--- config.mk ---
export PLATFORM = sky130hd
export DESIGN_NAME = dport_fbfetch_flat
export DESIGN_NICKNAME = d
export VERILOG_FILES = /design/src/rtl/dport_pkg.sv /design/src/rtl/dport_fbfetch_if.sv /design/src/rtl/dport_sfifo.sv /design/src/rtl/dport_fbfetch.sv /design/src/flat_wrapper.sv
export SDC_FILE = /design/constraint.sdc
export NUM_CORES = 1
export LEC_CHECK = 0
export ABC_AREA = 0
export ABC_CLOCK_PERIOD_IN_PS = 8400
export BUFFER_PORTS_ARGS = -buffer_cell sky130_fd_sc_hd__buf_4
export CAP_MARGIN = 20
export CORE_MARGIN = 5
export CORE_UTILIZATION = 68
export CTS_BUF_LIST = sky130_fd_sc_hd__clkbuf_8
export DETAILED_ROUTE_END_ITERATION = 8
export PLACE_DENSITY_LB_ADDON = 0.2
export SYNTH_ARGS = -nofsm -noshare
export SYNTH_HDL_FRONTEND = slang
export SYNTH_SLANG_ARGS = --single-unit
--- constraint.sdc ---
create_clock -name dpclk -period 8.4 [get_ports dpclk]
set_input_delay 0.84 -clock dpclk [delete_from_list [all_inputs] [get_ports dpclk]]
set_output_delay 0.84 -clock dpclk [all_outputs]
set_load 0.01 [all_outputs]
--- src/rtl/dport_pkg.sv ---
// Shared geometry of the Blit framebuffer and the fetch FSM state types.
// The pixel converter imports the same constants so both agree on line width.
package dport_pkg;

    localparam int BLITH      = 800;        // active pixels per line, multiple of 32
    localparam int BLITV      = 1024;       // image lines fetched from memory
    localparam int VPAD       = 28;         // zero lines before and after the image
    localparam int FIFO_DEPTH = 16;         // 32-bit response FIFO entries, power of two

    localparam int WPL = BLITH / 32;        // 32-bit memory words per line
    localparam int HPL = BLITH / 16;        // 16-bit output words per line

    typedef enum logic {
        REQ_IDLE,
        REQ_FETCH
    } req_state_e;

    typedef enum logic [1:0] {
        OUT_IDLE,
        OUT_TOPPAD,
        OUT_IMAGE,
        OUT_BOTPAD
    } out_state_e;

endpackage

--- src/rtl/dport_fbfetch_if.sv ---
// Memory read port and raw pixel stream of the framebuffer fetcher.
// master = the fetcher, slave = memory system plus pixel consumer.
interface dport_fbfetch_if;

    logic        mem_req_valid;
    logic [31:0] mem_req_addr;
    logic        mem_req_ready;
    logic        mem_rd_valid;
    logic [31:0] mem_rd_data;
    logic        raw_pixel_valid;
    logic [15:0] raw_pixel_data;
    logic        raw_pixel_ready;

    modport master (
        output mem_req_valid, mem_req_addr, raw_pixel_valid, raw_pixel_data,
        input  mem_req_ready, mem_rd_valid, mem_rd_data, raw_pixel_ready
    );

    modport slave (
        input  mem_req_valid, mem_req_addr, raw_pixel_valid, raw_pixel_data,
        output mem_req_ready, mem_rd_valid, mem_rd_data, raw_pixel_ready
    );

endinterface

--- src/rtl/dport_sfifo.sv ---
// Synchronous first-word-fall-through FIFO with flush and occupancy count.
// rdata_o always shows the head entry while the FIFO is not empty.
module dport_sfifo #(
    parameter int WIDTH = 32,
    parameter int DEPTH = 16
) (
    input  logic                   clk,
    input  logic                   rst,
    input  logic                   flush_i,
    input  logic                   push_i,
    input  logic [WIDTH-1:0]       wdata_i,
    input  logic                   pop_i,
    output logic [WIDTH-1:0]       rdata_o,
    output logic                   empty_o,
    output logic [$clog2(DEPTH):0] count_o
);

    localparam int AW = $clog2(DEPTH);

    logic [WIDTH-1:0] mem_q [DEPTH];
    logic [AW-1:0]    wptr_q, rptr_q;
    logic [AW:0]      count_q;
    logic             full;
    logic             do_push, do_pop;

    assign full    = (count_q == (AW+1)'(DEPTH));
    assign empty_o = (count_q == '0);
    assign count_o = count_q;
    assign rdata_o = mem_q[rptr_q];
    assign do_pop  = pop_i && !empty_o;
    assign do_push = push_i && (!full || do_pop);

    // Storage array; contents past the pointers are don't-care, so no reset.
    always_ff @(posedge clk) begin
        if (do_push && !flush_i) begin
            mem_q[wptr_q] <= wdata_i;
        end
    end

    // Pointers and occupancy; flush empties the FIFO in one cycle.
    always_ff @(posedge clk) begin
        if (rst || flush_i) begin
            wptr_q  <= '0;
            rptr_q  <= '0;
            count_q <= '0;
        end else begin
            if (do_push) wptr_q <= wptr_q + AW'(1);
            if (do_pop)  rptr_q <= rptr_q + AW'(1);
            case ({do_push, do_pop})
                2'b10:   count_q <= count_q + (AW+1)'(1);
                2'b01:   count_q <= count_q - (AW+1)'(1);
                default: count_q <= count_q;
            endcase
        end
    end

    // A push into a full FIFO means the upstream credit accounting is broken.
    always_ff @(posedge clk) begin
        if (!rst && !flush_i) begin
            assert (!(push_i && full && !do_pop));
        end
    end

endmodule

--- src/rtl/dport_fbfetch.sv ---
// Framebuffer fetcher: reads the 1bpp Blit image as 32-bit words and streams
// it out as 16-bit pixel words framed by zero pad lines. Two FSMs: one issues
// credit-limited memory reads, the other sequences TOPPAD/IMAGE/BOTPAD output.
module dport_fbfetch
    import dport_pkg::*;
(
    input  logic            dpclk,
    input  logic            reset,
    input  logic            dpdmavstart,
    input  logic [31:0]     fb_base,
    dport_fbfetch_if.master bus
);

    localparam int CNT_W = 17;
    localparam int CW    = $clog2(FIFO_DEPTH) + 1;
    localparam bit HAS_PAD = (VPAD != 0);
    localparam logic [CNT_W-1:0] REQ_LAST = CNT_W'(BLITV * WPL - 1);
    localparam logic [CNT_W-1:0] PAD_LAST = CNT_W'(VPAD * HPL - 1);
    localparam logic [CNT_W-1:0] IMG_LAST = CNT_W'(BLITV * HPL - 1);

    req_state_e       req_state_q, req_state_d;
    logic [31:0]      addr_q, addr_d;
    logic [CNT_W-1:0] req_cnt_q, req_cnt_d;
    logic [CW-1:0]    outstanding_q, outstanding_d;
    logic [CW-1:0]    discard_q, discard_d;

    out_state_e       out_state_q, out_state_d;
    logic [CNT_W-1:0] hw_cnt_q, hw_cnt_d;
    logic             half_q, half_d;
    logic             valid_q, valid_d;
    logic [15:0]      data_q, data_d;

    logic             fifo_push, fifo_pop, fifo_empty;
    logic [31:0]      fifo_rdata;
    logic [CW-1:0]    fifo_count;
    logic [CW:0]      credit_used;
    logic             req_fire, can_load;

    // Every word in the FIFO or still in flight holds a FIFO slot, so a new
    // request is only issued while that total is below the FIFO depth. The
    // total only grows on an accepted request, so valid never drops while a
    // request waits for ready. A frame restart withdraws any pending request.
    assign credit_used       = {1'b0, fifo_count} + {1'b0, outstanding_q};
    assign bus.mem_req_valid = (req_state_q == REQ_FETCH) && !dpdmavstart
                               && (credit_used < (CW+1)'(FIFO_DEPTH));
    assign bus.mem_req_addr  = addr_q;
    assign req_fire          = bus.mem_req_valid && bus.mem_req_ready;

    // Responses to requests from an aborted frame are dropped while discard
    // is non-zero; in the restart cycle the FIFO is flushed anyway.
    assign fifo_push = bus.mem_rd_valid && (discard_q == '0) && !dpdmavstart;

    assign bus.raw_pixel_valid = valid_q;
    assign bus.raw_pixel_data  = data_q;
    assign can_load            = !valid_q || bus.raw_pixel_ready;

    dport_sfifo #(
        .WIDTH (32),
        .DEPTH (FIFO_DEPTH)
    ) u_fifo (
        .clk     (dpclk),
        .rst     (reset),
        .flush_i (dpdmavstart),
        .push_i  (fifo_push),
        .wdata_i (bus.mem_rd_data),
        .pop_i   (fifo_pop),
        .rdata_o (fifo_rdata),
        .empty_o (fifo_empty),
        .count_o (fifo_count)
    );

    // Request FSM next state: address walk, request count, in-flight tracking.
    always_comb begin
        req_state_d   = req_state_q;
        addr_d        = addr_q;
        req_cnt_d     = req_cnt_q;
        outstanding_d = outstanding_q;
        discard_d     = discard_q;

        case ({req_fire, bus.mem_rd_valid})
            2'b10:   outstanding_d = outstanding_q + CW'(1);
            2'b01:   outstanding_d = outstanding_q - CW'(1);
            default: outstanding_d = outstanding_q;
        endcase

        if (bus.mem_rd_valid && (discard_q != '0)) begin
            discard_d = discard_q - CW'(1);
        end

        if (dpdmavstart) begin
            // Everything still in flight belongs to the old frame.
            req_state_d = REQ_FETCH;
            addr_d      = fb_base;
            req_cnt_d   = '0;
            discard_d   = outstanding_d;
        end else if (req_fire) begin
            addr_d    = addr_q + 32'd4;
            req_cnt_d = req_cnt_q + CNT_W'(1);
            if (req_cnt_q == REQ_LAST) begin
                req_state_d = REQ_IDLE;
                req_cnt_d   = '0;
            end
        end
    end

    // Request FSM registers.
    always_ff @(posedge dpclk) begin
        if (reset) begin
            req_state_q   <= REQ_IDLE;
            addr_q        <= '0;
            req_cnt_q     <= '0;
            outstanding_q <= '0;
            discard_q     <= '0;
        end else begin
            req_state_q   <= req_state_d;
            addr_q        <= addr_d;
            req_cnt_q     <= req_cnt_d;
            outstanding_q <= outstanding_d;
            discard_q     <= discard_d;
        end
    end

    // Output FSM next state. The counter tracks words loaded into the output
    // register in the current phase; a load happens whenever the register is
    // empty or its word is being accepted, so phases follow back to back. The
    // FIFO entry is popped when its low half moves into the output register.
    always_comb begin
        out_state_d = out_state_q;
        hw_cnt_d    = hw_cnt_q;
        half_d      = half_q;
        valid_d     = valid_q;
        data_d      = data_q;
        fifo_pop    = 1'b0;

        if (dpdmavstart) begin
            out_state_d = HAS_PAD ? OUT_TOPPAD : OUT_IMAGE;
            hw_cnt_d    = '0;
            half_d      = 1'b0;
            valid_d     = 1'b0;
        end else if (can_load) begin
            case (out_state_q)
                OUT_TOPPAD: begin
                    valid_d = 1'b1;
                    data_d  = 16'h0000;
                    if (hw_cnt_q == PAD_LAST) begin
                        hw_cnt_d    = '0;
                        out_state_d = OUT_IMAGE;
                    end else begin
                        hw_cnt_d = hw_cnt_q + CNT_W'(1);
                    end
                end
                OUT_IMAGE: begin
                    if (fifo_empty) begin
                        valid_d = 1'b0;
                    end else begin
                        valid_d  = 1'b1;
                        data_d   = half_q ? fifo_rdata[15:0] : fifo_rdata[31:16];
                        fifo_pop = half_q;
                        half_d   = !half_q;
                        if (hw_cnt_q == IMG_LAST) begin
                            hw_cnt_d    = '0;
                            out_state_d = HAS_PAD ? OUT_BOTPAD : OUT_IDLE;
                        end else begin
                            hw_cnt_d = hw_cnt_q + CNT_W'(1);
                        end
                    end
                end
                OUT_BOTPAD: begin
                    valid_d = 1'b1;
                    data_d  = 16'h0000;
                    if (hw_cnt_q == PAD_LAST) begin
                        hw_cnt_d    = '0;
                        out_state_d = OUT_IDLE;
                    end else begin
                        hw_cnt_d = hw_cnt_q + CNT_W'(1);
                    end
                end
                default: begin
                    valid_d = 1'b0;
                end
            endcase
        end
    end

    // Output FSM and output register.
    always_ff @(posedge dpclk) begin
        if (reset) begin
            out_state_q <= OUT_IDLE;
            hw_cnt_q    <= '0;
            half_q      <= 1'b0;
            valid_q     <= 1'b0;
            data_q      <= '0;
        end else begin
            out_state_q <= out_state_d;
            hw_cnt_q    <= hw_cnt_d;
            half_q      <= half_d;
            valid_q     <= valid_d;
            data_q      <= data_d;
        end
    end

endmodule

--- src/flat_wrapper.sv ---
// flat-port wrapper written by rule: the top's interface ports become plain ports
module dport_fbfetch_flat import dport_pkg::*;
  (dpclk, reset, dpdmavstart, fb_base, bus_mem_req_valid, bus_mem_req_addr, bus_raw_pixel_valid, bus_raw_pixel_data, bus_mem_req_ready, bus_mem_rd_valid, bus_mem_rd_data, bus_raw_pixel_ready);
  dport_fbfetch_if bus_i ();
  input  logic dpclk;
  input  logic reset;
  input  logic dpdmavstart;
  input  logic [31:0] fb_base;
  output wire logic [$bits(bus_i.mem_req_valid)-1:0] bus_mem_req_valid;
  output wire logic [$bits(bus_i.mem_req_addr)-1:0] bus_mem_req_addr;
  output wire logic [$bits(bus_i.raw_pixel_valid)-1:0] bus_raw_pixel_valid;
  output wire logic [$bits(bus_i.raw_pixel_data)-1:0] bus_raw_pixel_data;
  input wire logic [$bits(bus_i.mem_req_ready)-1:0] bus_mem_req_ready;
  input wire logic [$bits(bus_i.mem_rd_valid)-1:0] bus_mem_rd_valid;
  input wire logic [$bits(bus_i.mem_rd_data)-1:0] bus_mem_rd_data;
  input wire logic [$bits(bus_i.raw_pixel_ready)-1:0] bus_raw_pixel_ready;
  assign bus_mem_req_valid = bus_i.mem_req_valid;
  assign bus_mem_req_addr = bus_i.mem_req_addr;
  assign bus_raw_pixel_valid = bus_i.raw_pixel_valid;
  assign bus_raw_pixel_data = bus_i.raw_pixel_data;
  assign bus_i.mem_req_ready = bus_mem_req_ready;
  assign bus_i.mem_rd_valid = bus_mem_rd_valid;
  assign bus_i.mem_rd_data = bus_mem_rd_data;
  assign bus_i.raw_pixel_ready = bus_raw_pixel_ready;
  dport_fbfetch u_core (.dpclk(dpclk), .reset(reset), .dpdmavstart(dpdmavstart), .fb_base(fb_base), .bus(bus_i));
endmodule
==> results of run 1 <==
[metal layers]
metal / routed length, um / share of wire, % / vias up
met4: 1375 / 2.5 / 0
met5: 0 / 0 / -
met1: 20750 / 38 / 7327
met2: 28480 / 52 / 755
met3: 4351 / 7.9 / 103
li1: - / - / 6344
[through the flow]
stage | hold slack, ns | total power, mW | worst slack, ns
finish | 0.4499 | 6.059 | 4.370
detailed placement | 0.4674 | 3.690 | 4.025
CTS | 0.4148 | 6.093 | 4.410
global route | 0.4263 | 6.281 | 4.107
global placement | 0.4573 | 3.680 | 4.136
floorplan | 0.4488 | 3.579 | 3.671
[cells by family after synthesis]
family	count (synthesis)	share of synthesized area, %
AO/OA/AOI/OAI	158	4.586
XOR/XNOR	49	1.708
adder cells (fa/ha/maj)	22	1.155
buffers and inverters	106	1.673
flip-flops	626	70.26
multiplexers	168	13.07
AND/OR/NAND/NOR	365	7.543
[critical path, stage by stage (launching register included)]
cell and delay, ns:
dfxtp_1 0.54, ha_1 0.32, nor4_4 0.34, nand3_2 0.36, nor2_2 0.42, inv_1 0.22, ha_1 0.33, fa_1 0.42
a21o_1 0.17, a21oi_1 0.18, mux2i_1 0.15, or4_1 0.41, nand3_1 0.09
[cells in the final DEF, fill, tap and decap left out, drive strengths merged, types with 39 or more instances in the layout]
| cell | n |
|---|---|
| buf | 150 |
| nor2 | 98 |
| edfxtp | 512 |
| nor3 | 40 |
| nand2 | 59 |
| dfxtp | 114 |
| inv | 62 |
| mux4 | 128 |
| mux2i | 39 |
| clkbuf | 103 |
[path summary, 6_finish.rpt]
path,start,to
worst min register to register,u_core.hw_cnt_q[1]$_SDFFE_PP0P_,u_core.hw_cnt_q[1]$_SDFFE_PP0P_
worst max register to register,u_core.u_fifo.count_o[4]$_SDFFE_PP0P_,u_core.discard_q[4]$_SDFFE_PP0P_
worst max-delay path,u_core.u_fifo.count_o[4]$_SDFFE_PP0P_,u_core.discard_q[4]$_SDFFE_PP0P_
worst min-delay path,fb_base[1],u_core.bus.mem_req_addr[1]$_SDFFE_PP0P_
[cells in the mapped netlist (all sizes together) (22+ instances only)]
master  instances  area (sq um)
edfxtp        512         15370
mux4          128          2883
dfxtp         114          2282
nor2           98         370.4
clkbuf         59         221.5
nand2          59         224.0
nor3           40         200.2
mux2i          39         390.4
xnor2          36         315.3
nand3          33         170.2
a211oi         24         180.2
buf            24         112.6
a21oi          23         115.1
inv            22         82.58
[power groups by stage]
| stage | Clock, mW | Combinational (mW) | Sequential, mW |
|---|---|---|---|
| 3_5_place_dp | 0 | 0.217 | 3.47 |
| 2_1_floorplan | 0 | 0.106 | 3.47 |
| 6_report | 2.43 | 0.219 | 3.41 |
| 4_1_cts | 2.47 | 0.219 | 3.41 |
| 3_3_place_gp | 0 | 0.209 | 3.47 |
| 5_1_grt | 2.63 | 0.240 | 3.41 |
[sequential cells by signal (all words and copies together) (netlist names), named ones only]
name,count
u_core.discard_q,5
u_core.u_fifo.mem_q,512
u_core.req_cnt_q,17
u_core.bus.raw_pixel_data,16
u_core.bus.raw_pixel_valid,1
u_core.u_fifo.wptr_q,4
u_core.req_state_q,1
u_core.hw_cnt_q,17
u_core.out_state_q,2
u_core.u_fifo.count_o,5
u_core.half_q,1
u_core.outstanding_q,5
u_core.u_fifo.rptr_q,4
u_core.bus.mem_req_addr,32
[area by class of cell]
class / count / share of cell area [%]
flip-flops and latches: 626 / 61.72
multi-input cells: 762 / 25.02
clock buffers: 103 / 4.952
repair buffers: 150 / 4.415
well taps: 468 / 2.046
clock inverters: 71 / 1.547
inverters: 23 / 0.3016
==> run metrics, run 1 <==
DRT iter0 DRCs 1372; worst r2r path cells 12; Yosys warning count 0; I/O pin total 120; skew final 0.03614 ns; DP Area 26660 sq um; GR Util met2 45.66%; fin cells 2203; GRT overflow 0; CP Max Fanout 17; layout cells sized above 1 24.61%; global routing's busiest layer met2; clock root cell clkbuf_8; post-CTS setup buffers 0; # placed instances 2025; post-detail-place hpwl 33030 um; Mapped Cells 1494; routed vias/inst 6.595; #FFs+latches synth 626; TNS Setup 0 ns; critical path capture point type register; status completed; Tmin final 4.030 ns; Cell Area, Synth 25130 sq um; Port Buf Inserts 119; worst skew pair latency 0.66 ns; drt total wl 54960 um; startpoint type of the worst setup path register; GPL Wtd Cong 0.8707; DIE AREA 40900 sq um; Post-CTS Resized 0; Filler cells 1929; Rel. slew slack 20.84%; NetSw 1.300 mW; Die Width 202.2 um; Setup Viol. Count Final 0; CTS Buf Count 96; arrival time at the worst endpoint 4.60 ns; Final ANT Viol Nets 0; Synth cell types 69; Max Root-Sink Buffers 3; GRT Util Overall 27.03%; Placement Rows 70; synthesized area per cell 16.82 sq um; Layout area overhead 13.92%; first-pass GRT wire length 85420 um; WP data required 8.97 ns; CP Class register to register; CTS H-tree lvls 3; fmax 248.1 MHz; Peak VDD IR 0.1562 mV; Leak Pwr 9.330 nW; fin crit share 47.98%; First-pass DRT Iterations 6; Max-Cap Viols 0; post-route design area 28630 sq um; Post-Syn Nets 1586; largest net degree at the start of global routing 55; met1 global-route usage 36.54%; ys flop type edfxtp_1; initial antenna violation count 0; Antenna diodes 0; asr flop ratio synth 0%; switching share of power 21.46%; Seq/Total Area, Yosys 70.26%; core area 36520 sq um; via count 14530; met3 GRT Util 5.086%; die height 202.2 um; routed length per instance 24.95 um; post-layout util 78.38%; clock sink total 626; Max Slew Vio Count 0; Final Hold Violating Endpoints 0; cts hold-fix bufs 0; vias in the first global route 14770; Post-route DRC 0; Worst Max-Slew Pin Slew 1.173 ns; Initial Util 68.80%; RSZ-0062 raised after global routing false; Post-synth EDFFs 512; hold path depth 3; Clock power frac 40.1%; fin nets 1751; worst hold path class primary input to register; CTS tree built; multi-input logic area 7162 sq um; area occupied by registers 17670 sq um; clock slew at reported path FFs 0.07 ns; PwrDens 211.7 nW/um^2; Seq pwr share 56.3%; P_int 4.759 mW; r2r setup slk 4.37 ns; combinational power share 3.6%
No activity file was read; power rests on OpenSTA's default activity.
==> run 2: changes to the inputs <==
--- a/config.mk
+++ b/config.mk
@@ -6,11 +6,11 @@
 export NUM_CORES = 1
 export LEC_CHECK = 0
 export ABC_AREA = 0
-export ABC_CLOCK_PERIOD_IN_PS = 8400
+export ABC_CLOCK_PERIOD_IN_PS = 3700
 export BUFFER_PORTS_ARGS = -buffer_cell sky130_fd_sc_hd__buf_4
 export CAP_MARGIN = 20
 export CORE_MARGIN = 5
-export CORE_UTILIZATION = 68
+export CORE_UTILIZATION = 57
 export CTS_BUF_LIST = sky130_fd_sc_hd__clkbuf_8
 export DETAILED_ROUTE_END_ITERATION = 8
 export PLACE_DENSITY_LB_ADDON = 0.2
==> constraint.sdc (replaced) <==
create_clock -name dpclk -period 3.7 [get_ports dpclk]
set_input_delay 0.37 -clock dpclk [delete_from_list [all_inputs] [get_ports dpclk]]
set_output_delay 0.37 -clock dpclk [all_outputs]
set_load 0.01 [all_outputs]
==> run 2 against run 1 <==
  * Clock power increased by 130%
  * Flip-flop and latch count unchanged
  * Power increased by 130%
  * Largest power group unchanged
==> run metrics, run 2 (same netlist as run 1, synthesis figures left out) <==
largest net degree at the start of global routing 65; via count 14390; fin nets 1831; Post-route DRC 0; drt total wl 55840 um; startpoint type of the worst setup path register; Initial Util 57.20%; clock root cell clkbuf_8; Rel. slew slack 38.02%; Peak VDD IR 0.3952 mV; initial antenna violation count 0; die height 220.0 um; # placed instances 2168; R2R Path End u_core.discard_q[4]$_SDFFE_PP0P_; clock slew at reported path FFs 0.06 ns; dpl ws 0.3111 ns; crit path from u_core.u_fifo.count_o[4]$_SDFFE_PP0P_; post-route design area 29670 sq um; Leak Pwr 9.683 nW; DP Area 27110 sq um; Antenna diodes 0; I/O pin total 120; Final Hold Violating Endpoints 0; Layout area overhead 18.08%; worst r2r path cells 12; GRT overflow 0; worst skew pair latency 0.69 ns; critical path capture point type register; GPL Wtd Cong 0.8155; clock sink total 626; fin cells 2415; CTS tree built; routed length per instance 23.12 um; RSZ-0062 raised after global routing false; CP Max Fanout 9; commonest cells after routing, fill and taps aside edfxtp_1 (512), buf_4 (150), mux4_2 (128); fin crit share 91.65%; fmax 294.9 MHz; Worst Max-Slew Pin Slew 0.9298 ns; Die Width 220.0 um; largest register by flop count u_core.u_fifo.mem_q; Tmin final 3.391 ns; DIE AREA 48380 sq um; Final WS setup 0.3088 ns; Max-Cap Viols 0; status completed; DRT iter0 DRCs 1253; worst hold path class primary input to register; Hold Slack 0.1133 ns; Max Root-Sink Buffers 3; Crit Reg-Reg Startpoint u_core.u_fifo.count_o[4]$_SDFFE_PP0P_; first-pass GRT wire length 86160 um; arrival time at the worst endpoint 3.99 ns; commonest non-fill, non-tap cell in the layout edfxtp_1; post-detail-place hpwl 33450 um; CTS Buf Count 100; layout cells sized above 1 24.74%; GRT Util Overall 23.47%; CTS H-tree lvls 3; Setup Viol. Count Final 0; Placement Rows 77; CP Class register to register; First-pass DRT Iterations 7; r2r setup slk 0.31 ns; core area 43930 sq um; TNS Setup 0 ns; Final ANT Viol Nets 0; vias in the first global route 14720; Setup crit end u_core.discard_q[4]$_SDFFE_PP0P_; routed vias/inst 5.960; Filler cells 3025; skew final 0.03997 ns; Max Slew Vio Count 0; Port Buf Inserts 119; PwrDens 470.2 nW/um^2; max reg flops 512; WP data required 4.30 ns
## run 2: repair_timing
item,in CTS,in global routing
hold buffers,61,0
setup buffers,0,0
endpoints found under the hold margin,528,0
gates resized for setup,0,0
## run 2: final cells by class
type	count	area, sq um	area share [%]
Clock buffer	111	1528	5.149
Clock inverter	75	425.4	1.434
Tap cell	592	740.7	2.496
Timing Repair Buffer	226	2037	6.865
Multi-Input combinational cell	762	7187	24.22
Sequential cell	626	17670	59.54
Inverter	23	86.33	0.2910
## run 2: through the flow
stage | total power, mW | utilization [%]
2_1_floorplan | 8.124 | -
3_3_place_gp | 8.369 | 61.71
3_5_place_dp | 8.391 | 61.71
4_1_cts | 14.09 | 67.54
5_1_grt | 14.52 | 67.54
6_report | 13.95 | 67.54
## run 2: power by group
part / internal (mW) / switching [mW]
Sequential: 7.68 / 0.0624
Combinational: 0.248 / 0.310
Clock: 2.99 / 2.67
Total: 10.9 / 3.04
## run 2: how the worst min path moves through the flow
stage	to	depth (start not counted)	start
global route	u_core.bus.mem_req_addr[16]$_SDFFE_PP0P_	4	fb_base[16]
global placement	u_core.hw_cnt_q[1]$_SDFFE_PP0P_	2	u_core.hw_cnt_q[1]$_SDFFE_PP0P_
floorplan	u_core.hw_cnt_q[1]$_SDFFE_PP0P_	2	u_core.hw_cnt_q[1]$_SDFFE_PP0P_
finish	u_core.bus.mem_req_addr[16]$_SDFFE_PP0P_	4	fb_base[16]
CTS	u_core.bus.mem_req_addr[16]$_SDFFE_PP0P_	4	fb_base[16]
detailed placement	u_core.hw_cnt_q[1]$_SDFFE_PP0P_	2	u_core.hw_cnt_q[1]$_SDFFE_PP0P_
## run 2: worst max-delay path, cell delays in order, from the launching register on
cell and delay, ns:
dfxtp_1 0.51, ha_1 0.32, nor4_4 0.37, nand3_2 0.13, nor2_2 0.11, inv_1 0.15
ha_1 0.31, fa_1 0.44, a21o_1 0.18, a21oi_1 0.18, mux2i_1 0.14, or4_1 0.41
nand3_1 0.10
## run 2: metal layers
layer,vias up,track usage [%],wire [um]
met5,-,0,0
met4,0,6.636,1123
met3,80,4.630,3202
met2,469,39.77,28520
met1,7322,31.43,23000
li1,6522,-,-
==> run 3: changes to the inputs <==
--- a/config.mk
+++ b/config.mk
@@ -6,11 +6,11 @@
 export NUM_CORES = 1
 export LEC_CHECK = 0
 export ABC_AREA = 0
-export ABC_CLOCK_PERIOD_IN_PS = 3700
+export ABC_CLOCK_PERIOD_IN_PS = 3400
 export BUFFER_PORTS_ARGS = -buffer_cell sky130_fd_sc_hd__buf_4
 export CAP_MARGIN = 20
 export CORE_MARGIN = 5
-export CORE_UTILIZATION = 57
+export CORE_UTILIZATION = 63
 export CTS_BUF_LIST = sky130_fd_sc_hd__clkbuf_8
 export DETAILED_ROUTE_END_ITERATION = 8
 export PLACE_DENSITY_LB_ADDON = 0.2
==> constraint.sdc (replaced) <==
create_clock -name dpclk -period 3.4 [get_ports dpclk]
set_input_delay 0.34 -clock dpclk [delete_from_list [all_inputs] [get_ports dpclk]]
set_output_delay 0.34 -clock dpclk [all_outputs]
set_load 0.01 [all_outputs]
==> run 3 against run 2 <==
  * Final area is 0.33% lower
  * Power is 6.5% higher
  * Worst hold slack worse by 0.074 ns
  * Largest cell class unchanged
==> run metrics, run 3 (same netlist as run 1, synthesis figures left out) <==
worst skew pair latency 0.67 ns; clock slew at reported path FFs 0.06 ns; Setup crit end u_core.discard_q[4]$_SDFFE_PP0P_; clock root cell clkbuf_8; RSZ-0062 raised after global routing false; core area 39640 sq um; Setup Viol. Count Final 0; CTS H-tree lvls 3; Layout area overhead 17.69%; via count 14670; area occupied by registers 17670 sq um; Max Root-Sink Buffers 3; initial antenna violation count 4; Max-Cap Viols 0; post-detail-place hpwl 32120 um; multi-input logic area 7187 sq um; vias in the first global route 14680; Post-route DRC 0; P_int 11.67 mW; Final ANT Viol Nets 0; status completed; GRT Util Overall 25.17%; I/O pin total 120; DRT iter0 DRCs 1480; post-route design area 29570 sq um; worst hold path class primary input to register; die height 209.7 um; Peak VDD IR 0.4608 mV; Leak Pwr 9.709 nW; Final WS setup 0.2707 ns; fin nets 1839; layout cells sized above 1 24.85%; Die Width 209.7 um; skew final 0.02820 ns; Clock power frac 39.3%; CP Class register to register; crit path from u_core.u_fifo.count_o[4]$_SDFFE_PP0P_; R2R Path End u_core.discard_q[4]$_SDFFE_PP0P_; critical path capture point type register; first-pass GRT wire length 84970 um; CP Max Fanout 9; WP data required 3.99 ns; Initial Util 63.39%; Filler cells 2289; Final Hold Violating Endpoints 0; GPL Wtd Cong 0.8708; drt total wl 55420 um; CTS Buf Count 95; commonest cells after routing, fill and taps aside edfxtp_1 (512), buf_4 (162), mux4_2 (128); clock sink total 626; arrival time at the worst endpoint 3.72 ns; max reg flops 512; largest register by flop count u_core.u_fifo.mem_q; Max Slew Vio Count 0; DP Area 27130 sq um; Port Buf Inserts 119; Rel. slew slack 42.14%; PwrDens 502.3 nW/um^2; fin crit share 92.04%; routed length per instance 23.55 um; switching share of power 21.45%; CTS tree built; commonest non-fill, non-tap cell in the layout edfxtp_1; largest net degree at the start of global routing 56; Worst Max-Slew Pin Slew 0.8678 ns; r2r setup slk 0.27 ns; Placement Rows 73; Crit Reg-Reg Startpoint u_core.u_fifo.count_o[4]$_SDFFE_PP0P_; GRT overflow 0; # placed instances 2114; dpl ws 0.2770 ns; fmax 319.6 MHz; DIE AREA 43980 sq um; NetSw 3.187 mW; routed vias/inst 6.234; worst r2r path cells 12; Seq pwr share 56.7%; post-CTS setup buffers 0; combinational power share 4.0%; startpoint type of the worst setup path register; fin cells 2353; Tmin final 3.129 ns; First-pass DRT Iterations 5
[run 3: cell count changes in the layout (fill, tap and decap cells not counted), moves of 2 or more]
cell,delta
buf_4,+12
inv_1,+5
clkbuf_8,-4
clkinv_1,-4
clkinv_2,-3
clkinvlp_4,-2
inv_12,-2
inv_6,+2
[run 3: critical path, cell delays in order, from the launching register on]
cell,delay [ns]
dfxtp_1,0.46
ha_1,0.30
nor4_4,0.30
nand3_2,0.13
nor2_2,0.11
inv_1,0.07
ha_1,0.27
fa_1,0.43
a21o_1,0.17
a21oi_1,0.17
mux2i_1,0.14
or4_1,0.43
nand3_1,0.09
[run 3: how the worst min path moves through the flow]
| stage | from | to | slack (ns) | cells past startpoint |
|---|---|---|---|---|
| after floorplan | bus_mem_rd_data[0] | u_core.u_fifo.mem_q[0][0]$_DFFE_PP_ | 0.44 | 0 |
| after global placement | u_core.hw_cnt_q[1]$_SDFFE_PP0P_ | u_core.hw_cnt_q[1]$_SDFFE_PP0P_ | 0.46 | 2 |
| after detailed placement | u_core.req_cnt_q[1]$_SDFFE_PP0P_ | u_core.req_cnt_q[1]$_SDFFE_PP0P_ | 0.47 | 2 |
| after CTS | dpdmavstart | u_core.bus.mem_req_addr[0]$_SDFFE_PP0P_ | 0.0009 | 3 |
| after global routing | dpdmavstart | u_core.discard_q[4]$_SDFFE_PP0P_ | 0.02 | 3 |
| final | dpdmavstart | u_core.bus.mem_req_addr[0]$_SDFFE_PP0P_ | 0.04 | 3 |
[run 3: metal layers]
metal / vias up / GRT usage (%) / part of all wire (%)
met3: 88 / 4.484 / 7.3
met1: 7379 / 34.93 / 40
met2: 656 / 41.54 / 50
met5: - / 0 / 0.049
met4: 4 / 7.876 / 2.2
li1: 6541 / - / -
[run 3: power groups by stage]
stage / clock network (mW) / logic, mW / registers, mW
2_1_floorplan: 0 / 0.263 / 8.58
3_3_place_gp: 0 / 0.517 / 8.57
3_5_place_dp: 0 / 0.535 / 8.58
4_1_cts: 5.95 / 0.596 / 8.42
5_1_grt: 6.31 / 0.657 / 8.42
6_report: 5.84 / 0.596 / 8.42
[run 3: layout make-up]
class | instances | area share, %
flip-flops and latches | 626 | 59.74
diodes | 1 | 0.008461
repair buffers | 239 | 7.260
clock buffers | 107 | 4.979
clock inverters | 70 | 1.197
multi-input cells | 762 | 24.30
inverters | 23 | 0.2919
well taps | 525 | 2.221
[run 3: what timing repair did]
action / CTS / global route
endpoints found under the hold margin: 541 / 0
hold buffers: 61 / 0
gates resized for setup: 0 / 0
[run 3: through the flow]
step	TNS, ns	total power, mW	util (%)	hold WS, ns
final	0	14.86	74.61	0.03947
after global routing	0	15.39	74.61	0.01818
after CTS	0	14.97	74.60	0.0009032
after detailed placement	0	9.115	68.45	0.4688
after global placement	0	9.092	68.45	0.4592
after floorplan	-76.16	8.841	-	0.4389
